==> config.mk <==
export PLATFORM = sky130hd
export DESIGN_NAME = addr_region_router
export DESIGN_NICKNAME = d
export VERILOG_FILES = /design/src/rtl/addr_map_pkg.sv /design/src/rtl/addr_region_match.sv /design/src/rtl/addr_region_router.sv
export SDC_FILE = /design/constraint.sdc
export NUM_CORES = 1
export LEC_CHECK = 0
export CAP_MARGIN = 0
export CORE_MARGIN = 2
export CORE_UTILIZATION = 44
export DETAILED_ROUTE_END_ITERATION = 8
export PLACE_DENSITY = 0.79
export SKIP_LAST_GASP = 1
export SYNTH_ARGS = -nofsm -noshare
export SYNTH_HDL_FRONTEND = slang
export SYNTH_SLANG_ARGS = --single-unit
==> constraint.sdc <==
create_clock -name clk -period 2.24 [get_ports clk]
set_input_delay 0.224 -clock clk [delete_from_list [all_inputs] [get_ports clk]]
set_output_delay 0.224 -clock clk [all_outputs]
set_load 0.05 [all_outputs]
==> src/rtl/addr_map_pkg.sv <==
// Default memory map for the CPU address decoder: region bases, compare masks
// and region index constants shared by the router and its users.
package addr_map_pkg;

    localparam int unsigned MAP_ADDR_W = 32;
    localparam int unsigned MAP_NUM_REGIONS = 4;

    localparam int unsigned REG_FLASH  = 0;
    localparam int unsigned REG_BRAM   = 1;
    localparam int unsigned REG_SRAM   = 2;
    localparam int unsigned REG_PERIPH = 3;

    localparam logic [MAP_ADDR_W-1:0] FLASH_BASE  = 32'h0000_0000;
    localparam logic [MAP_ADDR_W-1:0] BRAM_BASE   = 32'h0001_0000;
    localparam logic [MAP_ADDR_W-1:0] SRAM_BASE   = 32'h0002_0000;
    localparam logic [MAP_ADDR_W-1:0] PERIPH_BASE = 32'h0003_0000;

    // Each target decodes on the upper half-word only.
    localparam logic [MAP_ADDR_W-1:0] REGION_MASK_64K = 32'hFFFF_0000;

    // Region i lives in slice i, so the highest index sits leftmost.
    localparam logic [MAP_NUM_REGIONS*MAP_ADDR_W-1:0] DEFAULT_REGION_BASE =
        {PERIPH_BASE, SRAM_BASE, BRAM_BASE, FLASH_BASE};

    localparam logic [MAP_NUM_REGIONS*MAP_ADDR_W-1:0] DEFAULT_REGION_MASK =
        {REGION_MASK_64K, REGION_MASK_64K, REGION_MASK_64K, REGION_MASK_64K};

endpackage

==> src/rtl/addr_region_match.sv <==
// Combinational region decode: masked compare against every region base and a
// lowest-index priority pick, producing a one-hot select and a miss flag.
module addr_region_match #(
    parameter int unsigned ADDR_W = 32,
    parameter int unsigned NUM_REGIONS = 4,
    parameter logic [NUM_REGIONS*ADDR_W-1:0] REGION_BASE = '0,
    parameter logic [NUM_REGIONS*ADDR_W-1:0] REGION_MASK = '0
) (
    input  logic [ADDR_W-1:0]      addr,
    output logic [NUM_REGIONS-1:0] sel,
    output logic                   miss
);

    logic [NUM_REGIONS-1:0] hit;

    always_comb begin
        hit = '0;
        for (int i = 0; i < NUM_REGIONS; i++) begin
            hit[i] = ((addr & REGION_MASK[i*ADDR_W +: ADDR_W]) ==
                      (REGION_BASE[i*ADDR_W +: ADDR_W] & REGION_MASK[i*ADDR_W +: ADDR_W]));
        end
    end

    // Lowest index wins so overlapping maps still yield a one-hot select.
    always_comb begin
        logic found;
        found = 1'b0;
        sel   = '0;
        for (int i = 0; i < NUM_REGIONS; i++) begin
            if (hit[i] && !found) begin
                sel[i] = 1'b1;
                found  = 1'b1;
            end
        end
        miss = !found;
    end

endmodule

==> src/rtl/addr_region_router.sv <==
// Registered address router: one-beat output register with valid/ready
// handshake, one-hot region select, and sticky capture of unmapped accesses.
module addr_region_router
    import addr_map_pkg::*;
#(
    parameter int unsigned ADDR_W = 32,
    parameter int unsigned NUM_REGIONS = 4,
    parameter logic [NUM_REGIONS*ADDR_W-1:0] REGION_BASE = DEFAULT_REGION_BASE,
    parameter logic [NUM_REGIONS*ADDR_W-1:0] REGION_MASK = DEFAULT_REGION_MASK,
    parameter int unsigned CNT_W = 8
) (
    input  logic                   clk,
    input  logic                   rst_n,
    input  logic                   req_valid,
    output logic                   req_ready,
    input  logic [ADDR_W-1:0]      req_addr,
    input  logic                   req_write,
    output logic                   rsp_valid,
    input  logic                   rsp_ready,
    output logic [NUM_REGIONS-1:0] rsp_sel,
    output logic                   rsp_err,
    output logic [ADDR_W-1:0]      rsp_addr,
    output logic                   rsp_write,
    output logic                   err_pending,
    output logic [ADDR_W-1:0]      err_addr,
    output logic                   err_overflow,
    output logic [CNT_W-1:0]       err_count,
    input  logic                   err_clr
);

    logic [NUM_REGIONS-1:0] dec_sel;
    logic                   dec_miss;
    logic                   accept;

    logic                   rsp_valid_q, rsp_valid_d;
    logic [NUM_REGIONS-1:0] rsp_sel_q, rsp_sel_d;
    logic                   rsp_err_q, rsp_err_d;
    logic [ADDR_W-1:0]      rsp_addr_q, rsp_addr_d;
    logic                   rsp_write_q, rsp_write_d;

    logic                   err_pending_q, err_pending_d;
    logic [ADDR_W-1:0]      err_addr_q, err_addr_d;
    logic                   err_overflow_q, err_overflow_d;
    logic [CNT_W-1:0]       err_count_q, err_count_d;

    addr_region_match #(
        .ADDR_W      (ADDR_W),
        .NUM_REGIONS (NUM_REGIONS),
        .REGION_BASE (REGION_BASE),
        .REGION_MASK (REGION_MASK)
    ) u_match (
        .addr (req_addr),
        .sel  (dec_sel),
        .miss (dec_miss)
    );

    assign req_ready = !rsp_valid_q || rsp_ready;
    assign accept    = req_valid && req_ready;

    always_comb begin
        rsp_valid_d = rsp_valid_q;
        rsp_sel_d   = rsp_sel_q;
        rsp_err_d   = rsp_err_q;
        rsp_addr_d  = rsp_addr_q;
        rsp_write_d = rsp_write_q;
        if (accept) begin
            rsp_valid_d = 1'b1;
            rsp_sel_d   = dec_sel;
            rsp_err_d   = dec_miss;
            rsp_addr_d  = req_addr;
            rsp_write_d = req_write;
        end else if (rsp_ready) begin
            rsp_valid_d = 1'b0;
        end
    end

    // Clear is applied before capture so a same-cycle miss becomes the first fault.
    always_comb begin
        err_pending_d  = err_pending_q;
        err_addr_d     = err_addr_q;
        err_overflow_d = err_overflow_q;
        err_count_d    = err_count_q;
        if (err_clr) begin
            err_pending_d  = 1'b0;
            err_addr_d     = '0;
            err_overflow_d = 1'b0;
            err_count_d    = '0;
        end
        if (accept && dec_miss) begin
            if (!err_pending_d) begin
                err_pending_d = 1'b1;
                err_addr_d    = req_addr;
            end else begin
                err_overflow_d = 1'b1;
            end
            if (err_count_d != {CNT_W{1'b1}}) begin
                err_count_d = err_count_d + CNT_W'(1);
            end
        end
    end

    always_ff @(posedge clk or negedge rst_n) begin
        if (!rst_n) begin
            rsp_valid_q    <= 1'b0;
            rsp_sel_q      <= '0;
            rsp_err_q      <= 1'b0;
            rsp_addr_q     <= '0;
            rsp_write_q    <= 1'b0;
            err_pending_q  <= 1'b0;
            err_addr_q     <= '0;
            err_overflow_q <= 1'b0;
            err_count_q    <= '0;
        end else begin
            rsp_valid_q    <= rsp_valid_d;
            rsp_sel_q      <= rsp_sel_d;
            rsp_err_q      <= rsp_err_d;
            rsp_addr_q     <= rsp_addr_d;
            rsp_write_q    <= rsp_write_d;
            err_pending_q  <= err_pending_d;
            err_addr_q     <= err_addr_d;
            err_overflow_q <= err_overflow_d;
            err_count_q    <= err_count_d;
        end
    end

    assign rsp_valid    = rsp_valid_q;
    assign rsp_sel      = rsp_sel_q;
    assign rsp_err      = rsp_err_q;
    assign rsp_addr     = rsp_addr_q;
    assign rsp_write    = rsp_write_q;
    assign err_pending  = err_pending_q;
    assign err_addr     = err_addr_q;
    assign err_overflow = err_overflow_q;
    assign err_count    = err_count_q;

endmodule

* Yosys cells after proc, flatten, opt, wreduce, memory -nomap -nowiden
Index checks and enable logic that the tools add are counted.
W data, S select, Z words.
** Word-level totals
- Output and inout port bits :: 82
- Register bits :: 81
- Input bits :: 38
- Word-level logic and storage cells :: 47
** Cells by class
- Equality and inequality tests :: 4
- $add $sub $neg :: 1
- Multiplexer cells :: 20
- Reductions and logical operators :: 13
** Operator list (number)
- $mux W32 :: 3
- $eq A16 B2 Y1 const B :: 2
- $logic_not A32 Y1 :: 1
- $mux W8 :: 3
- $eq A16 B1 Y1 const B :: 1
- $mux W1 :: 14
- $add A8 B1 Y8 const B :: 1
- $ne A8 B8 Y1 const B :: 1
- $logic_and A1 B1 Y1 :: 5
- $logic_not A1 Y1 :: 5
- $reduce_bool A2 Y1 :: 1
- $logic_or A1 B1 Y1 :: 1

* Logic depth before layout (Yosys ltp)
Gate-level depths: netlist (run 1).
- Depth in word-level cells :: 14
- Gate-level depth with buffers :: 7
- Mapped depth without buffers :: 6

* Modules after synthesis
From an unflattened synthesis (run 1), not the netlist that was laid out.
** Unflattened totals
- Cells, all modules :: 323
- Area, all modules :: 3363.2 um^2
** By module, submodules not included
- addr_region_router :: area an instance 3255.6 um^2, sequential area each 2026.9 um^2, cells each 310, times used 1
- addr_region_match :: area an instance 107.6 um^2, sequential area each 0.0 um^2, cells each 13, times used 1

* Worst setup path before layout (run 1)
OpenSTA, ideal clock, no wires.
- Kind :: register -> register
- Start :: reg err_count_q[0] (netlist: err_count[0])
- End :: reg err_count_q[1] (netlist: err_count[1])
- Cell stages (with the launch flop) :: 7
- Required time :: 2.115 ns
- Buffers on the path :: 0
- Clock period less this slack :: 2.248 ns
- Arrival :: 2.123 ns
- Path slack :: -0.008 ns
- Library setup time :: 0.125 ns
- Cell sequence :: dfrtp_1 > nor2b_1 > ha_1 > nand3_1 > or3_1 > nand3_1 > mux2_2
** Between the ends
- Word-level cells in the longest chain between the ends :: 4
- Elaborated cells on any way between the ends :: 5
- Classes of those cells :: add/sub: 1; eq/ne: 1; mux: 3
** RTL lines
- from (decl) :: RTL line addr_region_router.sv:44 : logic [CNT_W-1:0] err_count_q, err_count_d;
- from (signal assigned) :: RTL line addr_region_router.sv:122 : err_count_q <= err_count_d;
- $mux W8 * :: RTL line addr_region_router.sv:83 : if (err_clr) begin
- $add A8 B1 Y8 / $ne A8 B8 Y1 (equally long branches) :: RTL line addr_region_router.sv:97, addr_region_router.sv:96
- $mux W8 * :: RTL line addr_region_router.sv:96 : if (err_count_d != {CNT_W{1'b1}}) begin
- $mux W8 * :: RTL line addr_region_router.sv:89 : if (accept && dec_miss) begin
- net err_count_d[1] :: RTL line addr_region_router.sv:44
The timed path passes the listed nets; every way through them passes the cells marked *.
A chain may end at the register's enable or synchronous reset.

* Final worst setup path (run 1)
Same ends and word-level chain as after synthesis.

==> reports/metrics.cfg, run 1 <==
[outcome]
status = finished clean

[logic_synthesis]
synth_top_area_cell = dfrtp_1
synth_ff_type = dfrtp_1
synth_edf_count = 0
synth_seq_cells = 81
synthDistinctLibCells = 36
netlist_area_um2 = 3270
syn_avg_cell_area_um2 = 11.0
syn_inst = 298
synth_top_area_frac = 0.621
synth_area_leaders = dfrtp_1 (62%), nand2_1 (12%), a22o_2 (9.2%)
ys_async_sr_fraction = 1.00
seq_area_frac_synth = 0.621
yosysWarnings = 0
synth_nets = 337

[drt]
avgRoutedWirePerCell_um = 16.0
post-route-drc-count = 0
wl_met1_mm = 3.88
wirelength_mm = 8.53
ant_nets = 0
maxUsedRoutingLayer = met4
first_pass_iters = 4
wl_met3_um = 471
drt-initial-drc-count = 137
vias_per_cell = 5.19
vias = 2770
met2_length_mm = 4.08

[global_route]
grt_pass1_wl_mm = 14.0
track_usage = 0.214
grt_pass1_vias = 2800
globalRouteOverflowTotal = 0
grt_max_degree = 44
antenna_found_initial = 0

[timing]
min_period_over_period = 0.852
finalClockSkew_ps = 15.7
slew_violations = 0
setup_viol = 0
timing.fmax_mhz = 524
fin_hold_ws_ps = 388
tightest_slew_ps = 542
hold_violations = 0
min_period_ps = 1910
grt_setup_unrepaired = no
relSlewSlack = 0.637
fin_setup_tns_ps = 0

[placement]
hpwl_mm = 6.07
gp_congestion = 0.821
io_buffers = 119
place_inst = 518

[finish]
drive_gt1_frac = 0.168
antennaDiodeCount = 0
final_common_cell = clkdlybuf4s50_1
final_cell_mix = clkdlybuf4s50_1 (117), nand2_1 (108), dfrtp_1 (80), a22o_2 (30), buf_4 (16)
syn2layout_area_growth_pct = 49.7
stdcell_count = 534
finalNetCount = 470

[worst_setup_path]
rrSetupSlack_ps = 330
arrival_ps = 2140
cp-end-kind = flop
reg2reg_depth = 6
path_class = flop to flop
crit_fanout = 6
required_ps = 2470
startpoint_type = flop

[floorplan]
pin_count = 120
chipHeight_um = 90.2
start_util = 0.453
die-area_um2 = 8130
std_cell_rows = 31
coreArea_um2 = 7210
die_w_um = 90.2

[hold_path]
holdCritPathClass = input port to async pin

[clocking]
cts_tree = done
cts_inserted_buffers = 9
clk-insertion-delay-late_ps = 340
clkTransAtPathRegs_ps = 80
root_buffer = clkbuf_8
cts_resized = 0
htreeDepth = 3
cts.sinks = 81
clockBufferDepth = 2
post_cts_buffers = 0
postCtsHoldBufs = 1

[power_and_ir_drop]
pwr_density_cell_nw_per_um2 = 825
p_total_mw = 4.03
p_leak_nw = 2.27
vdd_ir_drop_max_uv = 434

[job]
maxCapViolations = 0

## cells by family (layout without fill, tap and decap cells)
| logic type | Yosys count | in the layout | synth area share |
|---|---|---|---|
| simple gates | 145 | 145 | 0.196 |
| flops | 81 | 81 | 0.621 |
| compound gates | 48 | 48 | 0.134 |
| buf+inv | 18 | 155 | 0.0299 |
| mux | 3 | 3 | 0.00996 |
| xor+xnor | 2 | 2 | 0.00536 |
| fa+ha+maj | 1 | 1 | 0.00383 |
## sequential cells by signal, summed over array words and instances, names as in the netlist
| signal | count |
|---|---|
| err_addr | 32 |
| rsp_err | 1 |
| rsp_addr | 32 |
| rsp_write | 1 |
| err_count | 8 |
| err_overflow | 1 |
| err_pending | 1 |
| rsp_valid | 1 |
| rsp_sel | 4 |
## layout make-up
class                      count  area (µm²)
tap                           99         124
timing repair buffer         138        1380
clock inverter                 5        78.8
multi-input combinational    199        1140
clock buffer                  10         128
inverter                       2        7.51
fill                         562        2320
sequential                    81        2030
## through the flow
step	utilization	area [µm²]	worst slack [ps]
after global routing	0.678	4890	185
final	0.678	4890	331
after detailed placement	0.648	4670	0.0315
after CTS	0.678	4890	326
after floorplan	-	3270	8.46
after global placement	0.648	4670	16.1
## path summary, 6_finish.rpt
path                                    from      endpoint
min in group clk                   req_write     rsp_write
worst max-delay path            err_count[0]  err_count[1]
max in group asynchronous              rst_n  err_count[0]
worst min register to register       rsp_err       rsp_err
worst max register to register  err_count[0]  err_count[1]
worst min-delay path                   rst_n   err_addr[5]
## Yosys cell counts (3+ instances only)
library cell / number
dfrtp_1: 81
nor2b_1: 3
nand2b_1: 5
o21ai_0: 4
nor4_1: 5
nand3_1: 3
buf_2: 6
clkbuf_1: 7
nor2_1: 5
a22o_2: 30
buf_6: 3
nor3_1: 3
nand2_1: 108
o31ai_1: 3
## power breakdown
group	internal, mW	total (mW)	switching, mW	leakage [nW]
clock network	0.623	1.13	0.507	0.107
registers	1.61	1.70	0.0898	1.04
logic	0.425	1.21	0.783	1.13
## critical path, cell delays in order, from the launching register on
cell and delay (ps):
dfrtp_2 410, nor2b_1 210, ha_1 190, nand3_1 90, or3_1 420, nand3_1 140, mux2_2 340
## per-layer routing
layer / track usage / vias up
li1: - / 1287
met1: 0.294 / 1365
met2: 0.336 / 108
met3: 0.0469 / 10
met4: 0.0756 / 0
met5: 0 / -
(Power assumes the default switching activity.)
==> inputs of run 2 (changes only) <==
--- a/config.mk
+++ b/config.mk
@@ -7,10 +7,11 @@
 export LEC_CHECK = 0
 export CAP_MARGIN = 0
 export CORE_MARGIN = 2
-export CORE_UTILIZATION = 44
+export CORE_UTILIZATION = 45
 export DETAILED_ROUTE_END_ITERATION = 8
-export PLACE_DENSITY = 0.79
+export PLACE_DENSITY = 0.8
 export SKIP_LAST_GASP = 1
 export SYNTH_ARGS = -nofsm -noshare
 export SYNTH_HDL_FRONTEND = slang
+export SYNTH_HIERARCHICAL = 1
 export SYNTH_SLANG_ARGS = --single-unit
==> run 2 against run 1 <==
Compared with the run above:
- hold slack improved by 19 ps
- cell count rose by 6.7%
- non-clock buffer count is 11 higher
- utilization up 3.4 points
- critical endpoint is now err_addr[2]
- die area grew 0.67%
==> reports/metrics.cfg, run 2 <==
[timing]
setup_viol = 0  ; unchanged
fin_hold_ws_ps = 407  ; +19.1 ps
slew_violations = 0  ; unchanged
hold_violations = 0  ; unchanged
min_period_over_period = 0.987  ; +0.134
min_period_ps = 2210  ; +301 ps
timing.fmax_mhz = 452  ; -14%
relSlewSlack = 0.635  ; -0.00187
finalClockSkew_ps = 4.09  ; -11.6 ps
worst_slack_ps = 29.8  ; -301 ps
tightest_slew_ps = 545  ; +2.80 ps

[worst_setup_path]
crit_fanout = 12  ; +6
cp_cell_sequence = clkdlybuf4s50_1 -> or4_4 -> or4b_4 -> nand2_2 -> nor2_2 -> nand2_2 -> buf_6 -> o21ai_0
arrival_ps = 2420  ; +280 ps
path_buf_inv = 2  ; +2
required_ps = 2450  ; -20 ps
cp_slowest_cell = or4b_4
critPathTopFamily = simple AND/OR/NAND/NOR gates
startpoint_type = input port
path_class = input port to flop
r2r-start = rsp_valid
cpPeakStageDelay_ps = 580  ; +160 ps
cpMostUsedCell = nand2_2
cp-end-kind = flop
rrSetupSlack_ps = 650  ; +320 ps
reg2reg_depth = 6  ; unchanged
r2r_end = rsp_addr[9]

[finish]
final_cell_mix = clkdlybuf4s50_1 (117), dfrtp_1 (81), o21ai_0 (64), nand2_1 (40), inv_1 (33)
seqCellArea_um2 = 2030  ; about the same
stdcell_count = 570  ; +6.7%
finalNetCount = 505  ; +7.4%
multi_input_area_um2 = 1170  ; +2.1%
final_common_cell = clkdlybuf4s50_1
drive_gt1_frac = 0.144  ; -0.0234
antennaDiodeCount = 0  ; unchanged
postLayoutCoreUtil = 0.712  ; +0.0343
syn2layout_area_growth_pct = 53.6
final_cell_area_um2 = 5160  ; +5.6%
fill_cells = 537  ; -4.4%

[outcome]
status = finished clean

[floorplan]
die-area_um2 = 8180  ; +0.67%
pin_count = 120  ; unchanged
die_w_um = 90.5  ; +0.33%
std_cell_rows = 31  ; unchanged
start_util = 0.464  ; +0.0110
chipHeight_um = 90.5  ; +0.33%
coreArea_um2 = 7250  ; +0.54%

[placement]
place_inst = 546  ; +5.4%
post_dp_cell_area_um2 = 4810  ; +2.8%
gp_congestion = 0.816  ; -0.58%
hpwl_mm = 6.07  ; about the same
preCtsSetupSlack_ps = -373  ; -373 ps
io_buffers = 119  ; unchanged

[drt]
drt-initial-drc-count = 124  ; -9.5%
vias = 2946  ; +6.4%
ant_nets = 0  ; unchanged
post-route-drc-count = 0  ; unchanged
first_pass_iters = 4  ; unchanged
vias_per_cell = 5.17  ; -0.36%
avgRoutedWirePerCell_um = 16.3  ; +1.9%
wirelength_mm = 9.27  ; +8.7%

[power_and_ir_drop]
power.internal_mw = 2.56  ; -3.6%
switching_power_mw = 1.43  ; +3.9%
p_seq_frac = 0.427  ; +0.007
clkPwrFrac = 0.255  ; -0.025
pwr_density_cell_nw_per_um2 = 773  ; -6.3%
p_leak_nw = 2.32  ; +2.0%
netSwitchingFraction = 0.359  ; +0.0170
comb_power_share = 0.318  ; +0.019
vdd_ir_drop_max_uv = 377  ; -13%

[job]
maxCapViolations = 0  ; unchanged

[global_route]
grt_max_degree = 52  ; +18%
globalRouteOverflowTotal = 0  ; unchanged
antenna_found_initial = 0  ; unchanged
grt_pass1_vias = 2916  ; +4.1%
track_usage = 0.211  ; -0.00295
grt_pass1_wl_mm = 13.9  ; -0.89%

[logic_synthesis]
synth_ff_type = dfrtp_1
synth_area_leaders = dfrtp_1 (60%), o21ai_0 (9.7%), nand3b_1 (7.1%)
synthTopCellsByCount = dfrtp_1 (81), o21ai_0 (65), nand2_1 (43)
synth_edf_count = 0  ; unchanged
syn_inst = 323  ; +8.4%
synth_top_area_frac = 0.603  ; -0.0180
seq_area_frac_synth = 0.603  ; -0.0180
netlist_area_um2 = 3360  ; +3.0%
syn_avg_cell_area_um2 = 10.4  ; -5.0%
yosysWarnings = 6  ; +6
synth_top_area_cell = dfrtp_1
synth_nets = 361  ; +7.1%
synthDistinctLibCells = 33  ; -8.3%
synth.most_common_cell = dfrtp_1
synth_seq_cells = 81  ; unchanged
ys_async_sr_fraction = 1.00  ; unchanged

[clocking]
cts_inserted_buffers = 9  ; unchanged
post_cts_buffers = 0  ; unchanged
root_buffer = clkbuf_8
clk-insertion-delay-late_ps = 340  ; about the same
cts_tree = done
clkTransAtPathRegs_ps = 80  ; about the same
cts.sinks = 81  ; unchanged
clockBufferDepth = 2  ; unchanged
htreeDepth = 3  ; unchanged

[hold_path]
holdCritPathClass = input port to async pin

## run 2: cell count changes after synthesis, moves of 30 or more
cell,before,now
o21ai_0,4,65
nand2_1,108,43
nand3b_1,2,32
inv_1,2,33
a22o_2,30,0
## run 2: cell families after synthesis
kind of cell    count (synthesis)  synth area share
simple gates                  111             0.204
flops                          81             0.603
compound gates                 75             0.115
buf+inv                        50            0.0592
mux                             5            0.0167
xor+xnor                        1           0.00260
## run 2: worst max-delay path by stage
stage                            start           end  cells past startpoint
final                     req_addr[24]   err_addr[2]                      8
after global routing      req_addr[24]   err_addr[2]                      8
after CTS                 req_addr[31]  err_count[3]                      8
after detailed placement  req_addr[31]  err_count[3]                      8
after global placement    req_addr[31]  err_addr[16]                      9
after floorplan           req_addr[21]  err_addr[10]                      7
## run 2: per-layer routing
layer	part of all wire	track usage	vias to the layer above
li1	-	-	1380
met1	0.43	0.262	1459
met2	0.50	0.358	94
met3	0.059	0.0584	13
met4	0.017	0.0667	0
met5	0	0	-
## run 2: repair_timing
item | in CTS | in global routing
pin swaps | 0 | 4
endpoints found under the setup margin | 1 | 32
hold endpoints to repair | 37 | 0
gates cloned | 0 | 8
gates resized for setup | 1 | 7
hold buffers | 1 | 0
## run 2: area by class of cell
cell class / count / share of cell area
inverter: 33 / 0.0240
multi-input combinational: 193 / 0.226
clock buffer: 9 / 0.0240
tap: 99 / 0.0240
sequential: 81 / 0.392
timing repair buffer: 149 / 0.298
clock inverter: 6 / 0.0116
## run 2: worst register-to-register path, delay by kind of cell (launching register included)
kind,cells,cell delay [ps]
AND/OR/NAND/NOR,3,660
buffers and inverters,2,400
flip-flops,1,370
AO/OA/AOI/OAI,1,90
## run 2: metrics by stage
stage,TNS (ps),total power [mW]
6_report,0,3.99
5_1_grt,-26.1,4.16
4_1_cts,0,3.96
3_5_place_dp,-12610,2.95
3_3_place_gp,-9770,2.92
2_1_floorplan,0,2.44
## run 2: power groups by stage
stage | combinational, mW | sequential [mW] | clock (mW)
after floorplan | 0.190 | 2.25 | 0
after global placement | 1.20 | 1.73 | 0
after detailed placement | 1.22 | 1.73 | 0
after CTS | 1.22 | 1.71 | 1.03
after global routing | 1.33 | 1.73 | 1.10
final | 1.27 | 1.71 | 1.02
